`src/rtl/lfsr_rand_gen_if.sv`:
```
`default_nettype none
// ============================================================================
//  Module      : lfsr_rand_gen_if
//  Description : Control and stream bundle for lfsr_rand_gen.
//                Carries the seed port, the enable, the valid/ready sample
//                stream and the live LFSR register view.
//                master : driven by the consumer/controller
//                slave  : driven by the generator
//  Signals     : enable, seed_load, seed_ch, seed, out_ready   (master -> slave)
//                out_valid, out_data, out_ch, lfsr_state       (slave  -> master)
//  Revision    : 1.0  initial release
// ============================================================================
interface lfsr_rand_gen_if #(
    parameter int WIDTH  = 9,
    parameter int NUM_CH = 2
);
    // Channel index is at least one bit wide, even for a single channel.
    localparam int CHW = (NUM_CH > 1) ? $clog2(NUM_CH) : 1;

    logic                    enable;
    logic                    seed_load;
    logic [CHW-1:0]          seed_ch;
    logic [WIDTH-1:0]        seed;
    logic                    out_valid;
    logic                    out_ready;
    logic [WIDTH-1:0]        out_data;
    logic [CHW-1:0]          out_ch;
    logic [NUM_CH*WIDTH-1:0] lfsr_state;

    modport master (
        output enable, seed_load, seed_ch, seed, out_ready,
        input  out_valid, out_data, out_ch, lfsr_state
    );

    modport slave (
        input  enable, seed_load, seed_ch, seed, out_ready,
        output out_valid, out_data, out_ch, lfsr_state
    );
endinterface
`default_nettype wire

```
`src/rtl/lfsr_rand_gen.sv`:
```
`default_nettype none
// ============================================================================
//  Module      : lfsr_rand_gen
//  Description : Multi-channel Fibonacci XNOR LFSR pseudo-random source.
//                Channels are served round-robin; the current channel is
//                stepped STRIDE times per sample, the result is presented on
//                a valid/ready stream, then the next channel takes its turn.
//                An all-ones state (the XNOR lockup state) is escaped by
//                shifting in a 0 instead of the computed feedback.
//  Ports       : Clk      - system clock, rising edge
//                Reset_n  - asynchronous active-low reset
//                bus      - lfsr_rand_gen_if.slave (enable, seed port,
//                           sample stream, live LFSR registers)
//  Revision    : 1.0  initial release
// ============================================================================
module lfsr_rand_gen #(
    parameter int                WIDTH        = 9,
    parameter logic [WIDTH-1:0]  TAPS         = 9'h108,
    parameter int                NUM_CH       = 2,
    parameter int                STRIDE       = 4,
    parameter int unsigned       SEED_DEFAULT = 9'h001
) (
    input  wire              Clk,
    input  wire              Reset_n,
    lfsr_rand_gen_if.slave   bus
);

    localparam int CHW  = (NUM_CH > 1) ? $clog2(NUM_CH) : 1;
    localparam int CNTW = (STRIDE > 1) ? $clog2(STRIDE + 1) : 1;

    localparam logic [CNTW-1:0] c_LAST_STEP  = CNTW'(STRIDE - 1);
    localparam logic [CHW-1:0]  c_LAST_CH    = CHW'(NUM_CH - 1);
    localparam logic [CHW:0]    c_NUM_CH_EXT = (CHW + 1)'(NUM_CH);

    localparam logic [0:0] c_ST_RUN     = 1'b0;
    localparam logic [0:0] c_ST_PRESENT = 1'b1;

    logic [NUM_CH-1:0][WIDTH-1:0] r_state;
    logic [0:0]                   r_fsm;
    logic [CNTW-1:0]              r_step_cnt;
    logic [CHW-1:0]               r_cur_ch;
    logic                         r_out_valid;
    logic [WIDTH-1:0]             r_out_data;
    logic [CHW-1:0]               r_out_ch;

    logic [WIDTH-1:0]             w_stepped;
    logic                         w_seed_ok;
    logic                         w_seed_cur;
    logic                         w_run_step;

    // One XNOR Fibonacci step; all-ones would map to itself, so its
    // feedback is inverted to force a 0 in and leave the lockup state.
    function automatic logic [WIDTH-1:0] f_step(input logic [WIDTH-1:0] s);
        logic fb;
        fb = ~^(s & TAPS);
        if (&s) begin
            fb = ~fb;
        end
        return {s[WIDTH-2:0], fb};
    endfunction

    assign w_stepped  = f_step(r_state[r_cur_ch]);
    // Out-of-range channel numbers are dropped here so they touch nothing.
    assign w_seed_ok  = bus.seed_load && ({1'b0, bus.seed_ch} < c_NUM_CH_EXT);
    assign w_seed_cur = w_seed_ok && (bus.seed_ch == r_cur_ch);
    // A seed aimed at the stepping channel wins over the step.
    assign w_run_step = (r_fsm == c_ST_RUN) && bus.enable && !w_seed_cur;

    always_ff @(posedge Clk or negedge Reset_n) begin
        if (!Reset_n) begin
            for (int c = 0; c < NUM_CH; c++) begin
                r_state[c] <= WIDTH'(SEED_DEFAULT ^ $unsigned(c));
            end
            r_fsm       <= c_ST_RUN;
            r_step_cnt  <= '0;
            r_cur_ch    <= '0;
            r_out_valid <= 1'b0;
            r_out_data  <= '0;
            r_out_ch    <= '0;
        end else begin
            for (int c = 0; c < NUM_CH; c++) begin
                if (w_seed_ok && (bus.seed_ch == CHW'(c))) begin
                    r_state[c] <= bus.seed;
                end else if (w_run_step && (r_cur_ch == CHW'(c))) begin
                    r_state[c] <= w_stepped;
                end
            end

            case (r_fsm)
                c_ST_RUN: begin
                    if (w_seed_cur) begin
                        // Stride restarts from the freshly loaded seed.
                        r_step_cnt <= '0;
                    end else if (bus.enable) begin
                        if (r_step_cnt == c_LAST_STEP) begin
                            r_out_data  <= w_stepped;
                            r_out_ch    <= r_cur_ch;
                            r_out_valid <= 1'b1;
                            r_step_cnt  <= '0;
                            r_fsm       <= c_ST_PRESENT;
                        end else begin
                            r_step_cnt <= r_step_cnt + 1'b1;
                        end
                    end
                end
                c_ST_PRESENT: begin
                    if (bus.out_ready) begin
                        r_out_valid <= 1'b0;
                        r_cur_ch    <= (r_cur_ch == c_LAST_CH) ? '0 : r_cur_ch + 1'b1;
                        r_fsm       <= c_ST_RUN;
                    end
                end
                default: begin
                    r_fsm <= c_ST_RUN;
                end
            endcase
        end
    end

    assign bus.out_valid  = r_out_valid;
    assign bus.out_data   = r_out_data;
    assign bus.out_ch     = r_out_ch;
    assign bus.lfsr_state = r_state;

endmodule
`default_nettype wire

```
`src/flat_wrapper.sv`:
```
// flat-port wrapper written by rule: the top's interface ports become plain ports
module lfsr_rand_gen_flat 
#(
    parameter int                WIDTH        = 9,
    parameter logic [WIDTH-1:0]  TAPS         = 9'h108,
    parameter int                NUM_CH       = 2,
    parameter int                STRIDE       = 4,
    parameter int unsigned       SEED_DEFAULT = 9'h001
)
  (Clk, Reset_n, bus_enable, bus_seed_load, bus_seed_ch, bus_seed, bus_out_ready, bus_out_valid, bus_out_data, bus_out_ch, bus_lfsr_state);
  lfsr_rand_gen_if #(.WIDTH(WIDTH), .NUM_CH(NUM_CH)) bus_i ();
  input  wire Clk;
  input  wire Reset_n;
  input wire logic [$bits(bus_i.enable)-1:0] bus_enable;
  input wire logic [$bits(bus_i.seed_load)-1:0] bus_seed_load;
  input wire logic [$bits(bus_i.seed_ch)-1:0] bus_seed_ch;
  input wire logic [$bits(bus_i.seed)-1:0] bus_seed;
  input wire logic [$bits(bus_i.out_ready)-1:0] bus_out_ready;
  output wire logic [$bits(bus_i.out_valid)-1:0] bus_out_valid;
  output wire logic [$bits(bus_i.out_data)-1:0] bus_out_data;
  output wire logic [$bits(bus_i.out_ch)-1:0] bus_out_ch;
  output wire logic [$bits(bus_i.lfsr_state)-1:0] bus_lfsr_state;
  assign bus_i.enable = bus_enable;
  assign bus_i.seed_load = bus_seed_load;
  assign bus_i.seed_ch = bus_seed_ch;
  assign bus_i.seed = bus_seed;
  assign bus_i.out_ready = bus_out_ready;
  assign bus_out_valid = bus_i.out_valid;
  assign bus_out_data = bus_i.out_data;
  assign bus_out_ch = bus_i.out_ch;
  assign bus_lfsr_state = bus_i.lfsr_state;
  lfsr_rand_gen #(.WIDTH(WIDTH), .TAPS(TAPS), .NUM_CH(NUM_CH), .STRIDE(STRIDE), .SEED_DEFAULT(SEED_DEFAULT)) u_core (.Clk(Clk), .Reset_n(Reset_n), .bus(bus_i));
endmodule
```
`config.mk`:
```
export PLATFORM = sky130hd
export DESIGN_NAME = lfsr_rand_gen_flat
export DESIGN_NICKNAME = d
export VERILOG_FILES = /design/src/rtl/lfsr_rand_gen_if.sv /design/src/rtl/lfsr_rand_gen.sv /design/src/flat_wrapper.sv
export SDC_FILE = /design/constraint.sdc
export NUM_CORES = 1
export LEC_CHECK = 0
export BUFFER_PORTS_ARGS = -buffer_cell sky130_fd_sc_hd__buf_2
export CAP_MARGIN = 5
export CORE_MARGIN = 4
export CORE_UTILIZATION = 45
export CTS_BUF_LIST = sky130_fd_sc_hd__clkbuf_8
export DETAILED_ROUTE_END_ITERATION = 8
export PLACE_DENSITY_LB_ADDON = 0.3
export SLEW_MARGIN = 20
export SYNTH_ARGS = -nofsm -noshare
export SYNTH_HDL_FRONTEND = slang
export SYNTH_SLANG_ARGS = --single-unit
```
`constraint.sdc`:
```
create_clock -name Clk -period 1.7 [get_ports Clk]
set_input_delay 0.17 -clock Clk [delete_from_list [all_inputs] [get_ports Clk]]
set_output_delay 0.17 -clock Clk [all_outputs]
set_load 0.03 [all_outputs]
```
==> metrics.txt <==
Post-Synth XOR/XNOR Area=~1.1%; min Tclk post-route=around 1.6 ns; die footprint=approximately 4700 um2; PwrDens=around 2000 nW/um2; Max-slew headroom=between 50 and 60%; grt total ovfl=0; EDFF count, synth=0; CTS clk-pin slew, worst paths=approximately 0.070 ns; worst r2r path cells=6; Critical path origin=u_core.r_cur_ch; worst hold path type=input pin to flop; Placement Setup Slack=~0.13 ns; Bufs on Longest Clock Path=2; Setup Buffers After CTS=0; r2r setup slk=roughly 0.13 ns; post_cts resized=0; DRC violations left=0; Die W=between 60 and 70 um; cell with the most instances after synthesis=dfrtp_1; # rows=21; Synth area leaders=dfrtp_1 (50%), mux2i_1 (12%), a21oi_1 (5.5%); Area growth syn-to-layout=23.1%; Post-Synth Simple-Gate Area=between 10% and 20%; mux cell area share after synthesis=roughly 14%; final instance area=between 2000 and 2500 um2; CTS tree=yes; hpwl dp=approximately 2.8 mm; number of max-cap violations=0; CP max FO=9; Synth top area share=50.2%; area leader, netlist=dfrtp_1; vias per cell=approximately 5.3; IO Count=between 40 and 50; Syn Inst Count=~160; syn nets=180; clk sinks=34; core area=between 3000 and 4000 um2; Clk Latency, worst-skew pair=0.28 ns; VDD IR-drop max=approximately 0.00096 V; hold_buf cts=1; Crit Path Class=flop to flop; total CTS buffers=5; worst path required time=between 1.5 and 2 ns; Final #Nets=roughly 230; top cells by count, synth=dfrtp_1 (33), nor2_1 (22), mux2i_1 (20); drt wl/cell=around 14 um; 1st-iter DRT viols=between 100 and 150; count of final hold-check violations=0; Fmax=roughly 0.64 GHz; vias=around 1400; part of the cycle the worst path needs=between 90% and 100%; n_diodes=0; Pins Over Slew Limit=0; first-pass GRT wire length=6.16 mm; Worst setup EP type=flop; Filler Cells Inserted=about 320; Worst Skew=a little over 0.006 ns; Worst Slack Setup Final=about 0.13 ns; #FFs+latches synth=34; Syn Std Cell Area=1650 um2; Global Route Usage Sum=17.9%; main combinational cell family by area after synthesis=compound AO/OA/AOI/OAI gates; WL final=3.64 mm; Clock Root Buffer=clkbuf_8; number of global-route vias before repair=between 1000 and 1500; port buffer count=43; initial antenna violation count=0; First-pass DRT Iterations=4; gp weighted congestion=between 0.8 and 0.9; Synth Flop Type=dfrtp_1; critical path arrival=~1.7 ns; adder-cell area share of the yosys netlist=less than 1%; post-synthesis async set-or-reset flop share=100%; Cell Area, Placed=around 1900 um2; syn_area_per_cell=roughly 10 um2; Die Ht=roughly 70 um; outcome=finished, final reports clean; RSZ-0062 raised after global routing=no; type of origin of the critical path=flop; Hold Crit Start=bus_seed[6]; footprint of the multi-input gates=approximately 740 um2; slew of the pin with the lowest slew margin=0.723 ns; largest net degree at the start of global routing=35; Setup TNS=0 ns; Initial Util=roughly 48%; share of cells above drive strength 1=between 20% and 30%; count of unique library cells instantiated by Yosys=28; Yosys warnings=0; H-tree levels=2; Compound-Gate Fraction of Synth Area=between 10 and 15%; FF/Latch Area=852 um2; hold path cells=3; capturing point of the worst reg2reg path=u_core.bus.lfsr_state[9]; reg-to-reg startpoint=u_core.r_cur_ch; Hold EP=u_core.bus.lfsr_state[6]; Leak=about 0.99 nW; setup violators final=0; post-synthesis sequential area ratio=between 50% and 60%; post-route ant nets=0
==> cell type report <==
| class | count | area share, % |
|---|---|---|
| flip-flops and latches | 34 | 42.0 |
| multi-input cells | 120 | 36.7 |
| repair buffers | 51 | 13.7 |
| clock buffers | 6 | 4.07 |
| well taps | 46 | 2.84 |
| clock inverters | 2 | 0.432 |
| inverters | 1 | 0.185 |
==> worst max-delay path by stage <==
| stage | endpoint | slack [ns] | depth (start not counted) |
|---|---|---|---|
| floorplan | u_core.bus.out_data[0] | 0.25 | 4 |
| global placement | u_core.bus.out_data[0] | 0.23 | 6 |
| detailed placement | u_core.bus.out_data[0] | 0.13 | 6 |
| CTS | u_core.bus.lfsr_state[9] | 0.12 | 6 |
| global route | u_core.bus.lfsr_state[9] | 0.03 | 6 |
| finish | u_core.bus.lfsr_state[9] | 0.13 | 6 |
==> logic make-up (layout without fill, tap and decap cells) <==
group,Yosys count,after routing
adder cells (fa/ha/maj),1,1
AO/OA/AOI/OAI,44,44
buffers and inverters,10,60
multiplexers,23,23
XOR/XNOR,2,2
AND/OR/NAND/NOR,50,50
flip-flops,34,34
==> critical path: stages, from the launching register on <==
cell and delay, ns:
dfrtp_1 0.41, buf_4 0.18, nand2b_1 0.15, nor2_1 0.10
a21oi_1 0.07, o31ai_1 0.37, a21oi_1 0.15
==> per-stage QoR <==
step           hold slack, ns  total power [W]  utilization, %  cells
2_1_floorplan          -0.126          0.00290               -    164
3_3_place_gp            0.265          0.00347            55.9    251
3_5_place_dp            0.272          0.00353            55.9    251
4_1_cts                 0.109          0.00413            58.9    260
5_1_grt                 0.129          0.00438            58.9    260
6_report                0.115          0.00410            58.9    260
==> report_power, final <==
| group | internal (W) | switching (W) |
|---|---|---|
| sequential | 0.00116 | 0.000340 |
| combinational | 0.000724 | 0.00129 |
| clock | 0.000320 | 0.000269 |
| total | 0.00221 | 0.00189 |
==> cell usage in the layout (no fill, tap or decap), drive strengths merged, types with 2 or more instances in the layout <==
cell,count
mux2,3
clkbuf,6
o21ai,15
nand3b,2
o31ai,2
inv,2
nand2b,3
buf,50
nor2,22
mux2i,20
dfrtp,33
xnor2,2
nor2b,3
a31oi,3
nand3,2
a21oi,18
nand2,15
a21o,2
==> layer usage <==
layer  wire length, um  share of wire [%]  global-route usage [%]  vias to the layer above
met2              1700                 47                    27.8                       55
met5                 0                  0                       0                        -
met1              1630                 45                    23.6                      640
met3               279                7.7                    5.35                        6
met4                37                1.0                    6.45                        0
li1                  -                  -                       -                      670
==> sequential cells by signal, indices dropped and copies added, names as in the netlist <==
| signal | cells |
|---|---|
| u_core.bus.lfsr_state | 18 |
| u_core.bus.out_data | 9 |
| u_core.r_step_cnt | 3 |
| u_core.bus.out_ch | 1 |
| u_core.bus.out_valid | 1 |
| u_core.r_cur_ch | 1 |
| u_core.r_fsm | 1 |
No activity file was read; power rests on OpenSTA's default activity.
